### src/rtl/jp_scanner_if.sv
// Pin- and result-side bundle of the joypad scanner.
// master = scanner, slave = pads plus the result consumer.
interface jp_scanner_if #(
  parameter int NUM_PORTS = 2,
  parameter int NUM_BITS  = 8
);
  logic                          poll_req;
  logic [NUM_PORTS-1:0]          jp_data_in;
  logic                          jp_latch_out;
  logic [NUM_PORTS-1:0]          jp_clk_out;
  logic [NUM_PORTS*NUM_BITS-1:0] buttons_out;
  logic [NUM_PORTS-1:0]          connected_out;
  logic                          valid_out;
  logic                          busy_out;

  modport master (
    input  poll_req, jp_data_in,
    output jp_latch_out, jp_clk_out, buttons_out, connected_out, valid_out, busy_out
  );
  modport slave (
    output poll_req, jp_data_in,
    input  jp_latch_out, jp_clk_out, buttons_out, connected_out, valid_out, busy_out
  );
endinterface

### src/rtl/jp_scanner.sv
// N-port serial joypad scanner: shared latch, per-port shift clocks,
// 2-flop data sync, signature-based connect detection, optional auto-poll.
module jp_scanner_lane #(
  parameter int NUM_BITS = 8,
  parameter int SIG_BITS = 1,
  parameter int IDX_W    = 4
) (
  input  logic                clk_in,
  input  logic                rst_n,
  input  logic                data_raw,
  input  logic                sample_en,
  input  logic                publish,
  input  logic [IDX_W-1:0]    idx,
  output logic                connected,
  output logic [NUM_BITS-1:0] buttons
);
  localparam int TOT = NUM_BITS + SIG_BITS;

  logic [1:0]     sync;
  logic [TOT-1:0] samples;
  logic           det;

  always_ff @(posedge clk_in) begin
    if (!rst_n) begin
      sync      <= '1;
      samples   <= '0;
      connected <= 1'b0;
      buttons   <= '0;
    end else begin
      sync <= {sync[0], data_raw};
      for (int b = 0; b < TOT; b++)
        if (sample_en && idx == b[IDX_W-1:0]) samples[b] <= sync[1];
      // pads drive low for pressed; a missing pad never reports presses
      if (publish) begin
        connected <= det;
        buttons   <= det ? ~samples[NUM_BITS-1:0] : '0;
      end
    end
  end

  if (SIG_BITS > 0) begin : g_sig
    assign det = &samples[TOT-1:NUM_BITS];
  end else begin : g_any
    assign det = |samples[NUM_BITS-1:0];
  end
endmodule

module jp_scanner #(
  parameter int NUM_PORTS   = 2,
  parameter int NUM_BITS    = 8,
  parameter int SIG_BITS    = 1,
  parameter int HALF_PERIOD = 6,
  parameter int AUTO_POLL   = 0,
  parameter int POLL_PERIOD = 416667
) (
  input logic        clk_in,
  input logic        rst_n,
  jp_scanner_if.master bus
);
  localparam int TOT   = NUM_BITS + SIG_BITS;
  localparam int IDX_W = (TOT > 1) ? $clog2(TOT) : 1;
  localparam int CNT_W = $clog2(2 * HALF_PERIOD);
  localparam int PW    = (POLL_PERIOD > 1) ? $clog2(POLL_PERIOD) : 1;
  localparam logic [CNT_W-1:0] LATCH_LAST = CNT_W'(2 * HALF_PERIOD - 1);
  localparam logic [CNT_W-1:0] HALF_LAST  = CNT_W'(HALF_PERIOD - 1);
  localparam logic [IDX_W-1:0] IDX_LAST   = IDX_W'(TOT - 1);

  typedef enum logic [2:0] {IDLE, LATCH, LOW, HIGH, DONE} state_t;

  state_t                            state, state_nx;
  logic [CNT_W-1:0]                  cnt, cnt_nx;
  logic [IDX_W-1:0]                  idx, idx_nx;
  logic                              sample_en, publish, auto_trig;
  logic [NUM_PORTS-1:0][NUM_BITS-1:0] btn;
  logic [NUM_PORTS-1:0]              conn;

  if (AUTO_POLL != 0) begin : g_auto
    logic [PW-1:0] poll_cnt;
    always_ff @(posedge clk_in) begin
      if (!rst_n || poll_cnt == PW'(POLL_PERIOD - 1)) poll_cnt <= '0;
      else                                             poll_cnt <= poll_cnt + 1'b1;
    end
    assign auto_trig = (poll_cnt == PW'(POLL_PERIOD - 1));
  end else begin : g_manual
    assign auto_trig = 1'b0;
  end

  always_ff @(posedge clk_in) begin
    if (!rst_n) begin
      state <= IDLE;
      cnt   <= '0;
      idx   <= '0;
    end else begin
      state <= state_nx;
      cnt   <= cnt_nx;
      idx   <= idx_nx;
    end
  end

  always_comb begin
    state_nx  = state;
    cnt_nx    = cnt;
    idx_nx    = idx;
    sample_en = 1'b0;
    publish   = 1'b0;
    case (state)
      IDLE:
        if (bus.poll_req || auto_trig) begin
          state_nx = LATCH;
          cnt_nx   = '0;
        end
      LATCH:
        if (cnt == LATCH_LAST) begin
          state_nx = LOW;
          cnt_nx   = '0;
          idx_nx   = '0;
        end else cnt_nx = cnt + 1'b1;
      LOW:
        if (cnt == HALF_LAST) begin
          sample_en = 1'b1;
          state_nx  = HIGH;
          cnt_nx    = '0;
        end else cnt_nx = cnt + 1'b1;
      // results are registered on entry to DONE so they line up with valid_out
      HIGH:
        if (cnt == HALF_LAST) begin
          cnt_nx = '0;
          if (idx == IDX_LAST) begin
            state_nx = DONE;
            publish  = 1'b1;
          end else begin
            idx_nx   = idx + 1'b1;
            state_nx = LOW;
          end
        end else cnt_nx = cnt + 1'b1;
      DONE:    state_nx = IDLE;
      default: state_nx = IDLE;
    endcase
  end

  for (genvar p = 0; p < NUM_PORTS; p++) begin : g_lane
    jp_scanner_lane #(.NUM_BITS(NUM_BITS), .SIG_BITS(SIG_BITS), .IDX_W(IDX_W)) u_lane (
      .clk_in    (clk_in),
      .rst_n     (rst_n),
      .data_raw  (bus.jp_data_in[p]),
      .sample_en (sample_en),
      .publish   (publish),
      .idx       (idx),
      .connected (conn[p]),
      .buttons   (btn[p])
    );
  end

  assign bus.jp_latch_out  = (state == LATCH);
  assign bus.jp_clk_out    = {NUM_PORTS{state != LOW}};
  assign bus.valid_out     = (state == DONE);
  assign bus.busy_out      = (state != IDLE);
  assign bus.buttons_out   = btn;
  assign bus.connected_out = conn;
endmodule

### src/flat_wrapper.sv
// flat-port wrapper written by rule: the top's interface ports become plain ports
module jp_scanner_flat 
#(
  parameter int NUM_PORTS   = 2,
  parameter int NUM_BITS    = 8,
  parameter int SIG_BITS    = 1,
  parameter int HALF_PERIOD = 6,
  parameter int AUTO_POLL   = 0,
  parameter int POLL_PERIOD = 416667
)
  (clk_in, rst_n, bus_poll_req, bus_jp_data_in, bus_jp_latch_out, bus_jp_clk_out, bus_buttons_out, bus_connected_out, bus_valid_out, bus_busy_out);
  jp_scanner_if #(.NUM_PORTS(NUM_PORTS), .NUM_BITS(NUM_BITS)) bus_i ();
  input logic clk_in;
  input logic rst_n;
  input wire logic [$bits(bus_i.poll_req)-1:0] bus_poll_req;
  input wire logic [$bits(bus_i.jp_data_in)-1:0] bus_jp_data_in;
  output wire logic [$bits(bus_i.jp_latch_out)-1:0] bus_jp_latch_out;
  output wire logic [$bits(bus_i.jp_clk_out)-1:0] bus_jp_clk_out;
  output wire logic [$bits(bus_i.buttons_out)-1:0] bus_buttons_out;
  output wire logic [$bits(bus_i.connected_out)-1:0] bus_connected_out;
  output wire logic [$bits(bus_i.valid_out)-1:0] bus_valid_out;
  output wire logic [$bits(bus_i.busy_out)-1:0] bus_busy_out;
  assign bus_i.poll_req = bus_poll_req;
  assign bus_i.jp_data_in = bus_jp_data_in;
  assign bus_jp_latch_out = bus_i.jp_latch_out;
  assign bus_jp_clk_out = bus_i.jp_clk_out;
  assign bus_buttons_out = bus_i.buttons_out;
  assign bus_connected_out = bus_i.connected_out;
  assign bus_valid_out = bus_i.valid_out;
  assign bus_busy_out = bus_i.busy_out;
  jp_scanner #(.NUM_PORTS(NUM_PORTS), .NUM_BITS(NUM_BITS), .SIG_BITS(SIG_BITS), .HALF_PERIOD(HALF_PERIOD), .AUTO_POLL(AUTO_POLL), .POLL_PERIOD(POLL_PERIOD)) u_core (.clk_in(clk_in), .rst_n(rst_n), .bus(bus_i));
endmodule
### config.mk
export PLATFORM = sky130hd
export DESIGN_NAME = jp_scanner_flat
export DESIGN_NICKNAME = d
export VERILOG_FILES = /design/src/rtl/jp_scanner_if.sv /design/src/rtl/jp_scanner.sv /design/src/flat_wrapper.sv
export SDC_FILE = /design/constraint.sdc
export NUM_CORES = 1
export LEC_CHECK = 0
export CAP_MARGIN = 20
export CORE_UTILIZATION = 59
export DETAILED_ROUTE_END_ITERATION = 10
export PLACE_DENSITY_LB_ADDON = 0.1
export SLEW_MARGIN = 20
export SYNTH_ARGS = -nofsm -noshare
export SYNTH_HDL_FRONTEND = slang
export SYNTH_SLANG_ARGS = --single-unit
### constraint.sdc
create_clock -name clk_in -period 2.61 [get_ports clk_in]
set_clock_uncertainty 0.15 [all_clocks]
set_input_delay 0.522 -clock clk_in [delete_from_list [all_inputs] [get_ports clk_in]]
set_output_delay 0.522 -clock clk_in [all_outputs]
set_load 0.02 [all_outputs]
Yosys cells after proc, flatten, opt, wreduce, memory -nomap -nowiden --
Index checks and enable logic that the tools add are counted.
Word-level totals: output and inout bits 23, register bits after elaboration 51
Cells by class: mux-type cells 21, add/sub/neg operators 2, reduce and logical (&&, ||, !) cells 18, equal/unequal tests 20, bitwise operators 2
Operators with widths (number):
- 2-to-1 mux 4 bit | 6
- equality test 4 x 3 -> 1 bit (second input constant) | 5
- 2-to-1 mux 8 bit | 2
- NOT 8 bit | 2
- 2-to-1 mux 3 bit | 5
- one-hot mux 3 bit (4 select lines) | 1
- one-hot mux 4 bit (3 select lines) | 1
- logical AND 1 bit | 9
- adder 4 x 1 -> 4 bit (second input constant) | 2
- equality test 4 x 2 -> 1 bit (second input constant) | 2
- equality test 4 bit (second input constant) | 2
- one-hot mux 4 bit (2 select lines) | 1
- AND reduction 4 bit | 2
- equality test 3 x 2 -> 1 bit (second input constant) | 2
- != test 2 x 1 -> 1 bit (second input constant) | 3
- nonzero test 3 bit | 2
- 2-to-1 mux 1 bit | 5
- equality test 4 x 1 -> 1 bit (second input constant) | 1
- logical NOT 4 bit | 1
- != test 2 bit (second input constant) | 2
- equality test 3 x 1 -> 1 bit (second input constant) | 1
- equality test 3 bit (second input constant) | 1
- logical NOT 3 bit | 1
- != test 3 x 2 -> 1 bit (second input constant) | 1
- 3 further kinds | 3

Longest topological paths before layout --
Gate-level depths: netlist of the first run.
depth in word-level cells 4, gate-level depth with buffers 7, depth with buffers taken out 6

Hierarchy --
Synthesis of the first run repeated with hierarchy kept, for this count alone.
Unflattened totals: cell total of the unflattened synthesis 252, area, all modules 2427.3 um2
By module, submodules not included:
- jp_scanner_lane | area an instance 868.3 um2, cells each 85, instances 2
- jp_scanner | area an instance 690.7 um2, cells each 82, instances 1

Worst setup path after synthesis of the first run --
Ideal clock, no wire load.
path kind reg2reg, start point register u_core.cnt[1], end point register u_core.cnt[2], buffers on the path 0, setup time 0.070 ns, stages on the path, launching flop included 7, arrival 1.486 ns, data required time 2.390 ns, slack 0.904 ns, period minus slack after synthesis 1.706 ns, cell sequence dfxtp_1 > inv_1 > ha_1 > nand3b_1 > a22oi_1 > or4b_1 > a21boi_1
Between the ends: longest elaborated chain between the ends 3
Ends and longest elaborated chain:
- start: declaration | RTL line jp_scanner.sv:71 | logic [CNT_W-1:0] cnt, cnt_nx;
- start signal: assignment | RTL line jp_scanner.sv:95 | cnt <= cnt_nx;
- adder 4 x 1 -> 4 bit (tied with other cells) | RTL line jp_scanner.sv:117, jp_scanner.sv:123, jp_scanner.sv:135
- 2-to-1 mux 4 bit, on equally long branches | RTL line jp_scanner.sv:119, jp_scanner.sv:126, jp_scanner.sv:113
- one-hot mux 4 bit (3 select lines) (*) | RTL line jp_scanner.sv:106 | case (state)
Mark *: on every way between the ends. The rest lies on a longest branch, timed or not. A chain may end at the register's enable or synchronous reset.

Worst setup path after layout of the first run --
start point register u_core.state[0], end point output port bus_jp_latch_out
Between the ends: longest elaborated chain between the ends 1
Ends and longest elaborated chain:
- start: declaration | RTL line jp_scanner.sv:70 | state_t state, state_nx;
- start signal: assignment | RTL line jp_scanner.sv:94 | state <= state_nx;
- equality test 3 x 1 -> 1 bit | RTL line jp_scanner.sv:154 | assign bus.jp_latch_out = (state == LATCH);
- end: declaration | RTL line flat_wrapper.sv:17 | output wire logic [$bits(bus_i.jp_latch_out)-1:0] bus_jp_latch_out;
No other way between the ends.

==> impl_metrics.ini, run 1 <==
[finish]
nets = 275
diodes = 0
final_cell_mix = dfxtp_1 (51), clkdlybuf4s50_1 (27), nand2_1 (25), a21boi_1 (21), nor2b_1 (20)
fill_cells = 325
final_common_cell = dfxtp_1
multi_input_area_sq_um = 1200
drive_gt1_share_pct = 5.66
fin_cells = 313
fin_util_pct = 72.0
regArea_sq_um = 1020
synthToLayoutAreaGrowth_pct = 15.1

[detailed_routing]
wl_microns = 4340
drc = 0
via_count = 1723
vias_per_cell = 5.50
drtIter0Drc = 82
dr.pass1.iters = 4
drt.antenna.violating_nets = 0
wl_per_cell_microns = 13.9

[die]
rows = 22
die_h_microns = 65.0
die_w_microns = 65.0
io_pins = 28
start_util_pct = 62.5
die_area_sq_um = 4220
coreArea_sq_um = 3740

[global_routing]
grtUsageTotal_pct = 23.2
antenna_found_initial = 0
grt_first_pass_wirelength_microns = 7470
grt_pass1_vias = 1577
grt_max_degree = 48
overflow = 0

[clocking]
clockRootBuffer = clkbuf_8
post_cts_resized = 0
clk_latency_ps = 300
numCtsBuffers = 5
clockBufferDepth = 2
cts_sinks = 51
clk_pin_slew_ps = 90
htreeDepth = 2
post-cts-setup-buffers = 0
cts_tree = done
holdBufCountCts = 0

[logic_synthesis]
ys.flop_type = dfxtp_1
synth_fa_ha_area_share_pct = 3.21
ys_seq_area_share_pct = 43.6
yosysUniqueCellTypes = 36
synth_nets = 256
synth-simple-area-share_pct = 28.4
syn_area_per_cell_sq_um = 9.56
muxShareOfSynthArea_pct = 8.12
synth-compound-area-share_pct = 11.3
synth_xor_area_share_pct = 0.374
synth_seq_cells = 51
synth_edf_count = 0
synth_top_family_by_area = simple AND/OR/NAND/NOR gates
yosysWarnings = 0
synth_async_sr_flop_share_pct = 0
synthCells = 245
syn_area_sq_um = 2340

[run_status]
status = complete, no violations

[sta]
relSlewSlack_pct = 58.5
max_freq_mhz = 405
setup_tns_ps = 0
setup_viol = 0
worst_pin_slew_ps = 617
fin_crit_ps = 2470
hold_viol = 0
fin_hold_ws_ps = 262
worst_slack_ps = 138
finalCritPeriodShare_pct = 94.7
rsz0062_at_grt = no
finalMaxSlewViolations = 0

[worst_setup_path]
worst-endpoint-required_ps = 1940
critical_path_class = flop to output port
crit_fanout = 12
crit_arrival_ps = 1800
cp-start-kind = flop
end_kind = output port

[placement]
portBuffers = 27
pre_cts_ws_ps = 462
placed_cells = 305
place_hpwl_microns = 2930
gp_congestion = 0.827

[hold_path]
hold_path_class = flop to flop

[job]
cap_violations = 0

[power]
power_density_nw_per_um2 = 491
p_leak_nw = 1.04
vdd_drop_max_mv = 0.477
## routing by layer
layer	vias to the layer above	track usage, %	routed length [microns]
met4	0	8.89	65
met5	-	0	0
met3	8	7.57	181
li1	880	-	-
met2	34	33.5	1800
met1	801	31.8	2290
## cell usage after synthesis (2+ instances only)
cell type	count	area, sq um
and4b_1	3	30.0
buf_4	6	45.0
buf_2	3	15.0
mux2i_1	19	190
o21ai_1	2	10.0
inv_1	6	22.5
nor4b_2	2	30.0
nand3_1	13	65.1
nand3b_1	18	135
dfxtp_1	51	1020
nand2b_1	6	37.5
a21boi_1	21	158
ha_1	6	75.1
and4bb_1	2	25.0
or3_1	5	31.3
nor2_1	5	18.8
a21oi_1	5	25.0
nor2b_1	20	125
o21ai_0	2	10.0
a311oi_1	2	17.5
clkbuf_1	9	33.8
nand2_1	25	93.8
## critical path, cell delays in order (launching register included)
cell and delay [ps]:
dfxtp_1 570, nand2b_1 200, nor2_1 130, clkdlybuf4s50_1 610
## registers in the layout, indices dropped and copies added, names as in the netlist
signal                          cells
u_core.cnt                          4
u_core.g_lane.u_lane.buttons       16
u_core.g_lane.u_lane.connected      2
u_core.g_lane.u_lane.samples       18
u_core.g_lane.u_lane.sync           4
u_core.idx                          4
u_core.state                        3
## power by group
group / leakage [nW] / switching (mW) / internal, mW
clock: 0.0484 / 0.256 / 0.218
combinational: 0.577 / 0.0285 / 0.0295
sequential: 0.412 / 0.00897 / 0.783
total: 1.04 / 0.293 / 1.03
## worst paths after layout
check / startpoint / endpoint / slack [ps] / cells past startpoint
max: u_core.state[0] / bus_jp_latch_out / 140 / 3
min reg2reg: u_core.g_lane[0].u_lane.sync[0] / u_core.g_lane[0].u_lane.sync[1] / 260 / 1
max reg2reg: u_core.idx[0] / u_core.idx[3] / 660 / 6
min: u_core.g_lane[0].u_lane.sync[0] / u_core.g_lane[0].u_lane.sync[1] / 260 / 1
## cells by family (layout without fill, tap and decap cells)
family | after synthesis | in the layout
AO/OA/AOI/OAI | 37 | 37
XOR/XNOR | 1 | 1
adder cells (fa/ha/maj) | 6 | 6
buffers and inverters | 24 | 44
flip-flops | 51 | 51
multiplexers | 19 | 19
AND/OR/NAND/NOR | 107 | 107
## final cells by class
class / instances / area share, %
Sequential cell: 51 / 37.9
Inverter: 6 / 0.836
Multi-Input combinational cell: 170 / 44.7
Timing Repair Buffer: 30 / 10.9
Tap cell: 48 / 2.23
Clock buffer: 7 / 3.20
Clock inverter: 1 / 0.325
## metrics by stage
step                cell area, sq um  total power, mW
CTS                             2700             1.34
floorplan                       2340            0.849
detailed placement              2600            0.868
finish                          2700             1.32
global placement                2600            0.867
global route                    2700             1.38
(Power assumes the default switching activity.)
==> inputs of run 2 (changes only) <==
CTS_BUF_LIST = sky130_fd_sc_hd__clkbuf_4 sky130_fd_sc_hd__clkbuf_8 sky130_fd_sc_hd__clkbuf_16   (was unset)
==> run 2 against run 1 <==
Net effect: cell area is 0.14% higher; sequential power about the same; first-iteration DRC count fell by 1.2%; largest cell class unchanged.
==> impl_metrics.ini, run 2 (synthesized netlist as in run 1, its figures left out) <==
[clocking]
htreeDepth = 2
clk_latency_ps = 300
cts_tree = done
holdBufCountCts = 0
clockBufferDepth = 2
clockRootBuffer = clkbuf_8
numCtsBuffers = 5
post-cts-setup-buffers = 0
post_cts_resized = 0
cts_sinks = 51
clk_pin_slew_ps = 90

[die]
die_area_sq_um = 4220
coreArea_sq_um = 3740
start_util_pct = 62.5
io_pins = 28
rows = 22
die_w_microns = 65.0
die_h_microns = 65.0

[global_routing]
grt_max_degree = 48
grtUsageTotal_pct = 23.2
overflow = 0
grt_first_pass_wirelength_microns = 7470
antenna_found_initial = 0
grt_pass1_vias = 1578

[hold_path]
hold_path_class = flop to flop
hold_start = u_core.g_lane[0].u_lane.sync[0]
holdPathEnd = u_core.g_lane[0].u_lane.sync[1]
min_path_cells = 1

[worst_setup_path]
r2r-start = u_core.idx[0]
path_buf_inv = 1
cp-start-kind = flop
crit_arrival_ps = 1800
path_cells = nand2b_1 > nor2_1 > clkdlybuf4s50_1
worst-endpoint-required_ps = 1940
critical_path.max_stage_delay_ps = 610
crit_slowest_cell = clkdlybuf4s50_1
ff2ff_setup_slack_ps = 660
critical_path.top_delay_family = buffers and inverters
crit_fanout = 12
critical_path_class = flop to output port
end_kind = output port
reg2reg_depth = 6
worstReg2RegEnd = u_core.idx[3]
crit_start = u_core.state[0]

[finish]
reg.largest.list = u_core.g_lane.u_lane.samples: 18 flops, u_core.g_lane.u_lane.buttons: 16 flops
top_register = u_core.g_lane.u_lane.samples
diodes = 0
drive_gt1_share_pct = 6.04
largest_reg_flops = 18
final_common_cell = dfxtp_1
nets = 275
final_cell_mix = dfxtp_1 (51), clkdlybuf4s50_1 (27), nand2_1 (25), a21boi_1 (21), nor2b_1 (20)
synthToLayoutAreaGrowth_pct = 15.3

[power]
p_int_mw = 1.04
power_density_nw_per_um2 = 494
power_frac_clock_pct = 36.3
switchingPower_mw = 0.294
vdd_drop_max_mv = 0.464
p_leak_nw = 1.04
power.share.switching_pct = 22.0
comb_power_share_pct = 4.3
power_frac_seq_pct = 59.4

[detailed_routing]
drc = 0
drtIter0Drc = 81
wl_microns = 4330
drt.antenna.violating_nets = 0
dr.pass1.iters = 4
wl_per_cell_microns = 13.8
vias_per_cell = 5.55
via_count = 1738

[sta]
rsz0062_at_grt = no
worst_pin_slew_ps = 621
relSlewSlack_pct = 58.3
finalCritPeriodShare_pct = 94.7
finalMaxSlewViolations = 0
max_freq_mhz = 405
fin_crit_ps = 2470
setup_tns_ps = 0
setup_viol = 0
worst_slack_ps = 139
hold_viol = 0

[placement]
pre_cts_ws_ps = 462
gp_congestion = 0.827
place_hpwl_microns = 2930
portBuffers = 27

[job]
cap_violations = 0

[run_status]
status = complete, no violations
run 2: routing by layer:
layer  vias up  routed length (microns)  track usage (%)
li1        881                        -                -
met1       811                     2260             31.8
met2        38                     1800             33.5
met3         8                      194             7.57
met4         0                       65             8.89
met5         -                        0                0
run 2: worst max-delay path by stage:
stage	slack [ps]	depth (start not counted)	endpoint
floorplan	900	6	u_core.cnt[2]
global placement	480	5	u_core.cnt[2]
detailed placement	460	5	u_core.cnt[2]
CTS	130	3	bus_jp_latch_out
global route	20	3	bus_valid_out
finish	140	3	bus_jp_latch_out
run 2: power groups by stage:
stage	registers [mW]	logic, mW	clock network, mW
2_1_floorplan	0.803	0.0455	0
3_3_place_gp	0.810	0.0577	0
3_5_place_dp	0.810	0.0578	0
4_1_cts	0.792	0.0582	0.500
5_1_grt	0.793	0.0632	0.534
6_report	0.792	0.0579	0.484
run 2: cell type report:
type	count	area (sq um)
Fill cell	327	1040
Clock inverter	1	8.76
Timing Repair Buffer	30	293
Clock buffer	7	90.1
Sequential cell	51	1020
Multi-Input combinational cell	170	1200
Inverter	6	22.5
Tap cell	48	60.1
run 2: through the flow:
stage                     area (sq um)  utilization (%)  hold slack [ps]  total power, mW  instances
after global routing              2700             72.1              292             1.39        313
after CTS                         2700             72.1              263             1.35        313
after floorplan                   2340                -              236            0.849        245
final                             2700             72.1              262             1.33        313
after global placement            2600             69.5              241            0.867        305
after detailed placement          2600             69.5              242            0.868        305
run 2: worst register-to-register path: stages, from the launching register on:
cell      delay (ps)
dfxtp_1          400
inv_1            100
ha_1             250
nand4b_1         230
o211ai_2         200
or3_1            400
a21oi_1          150
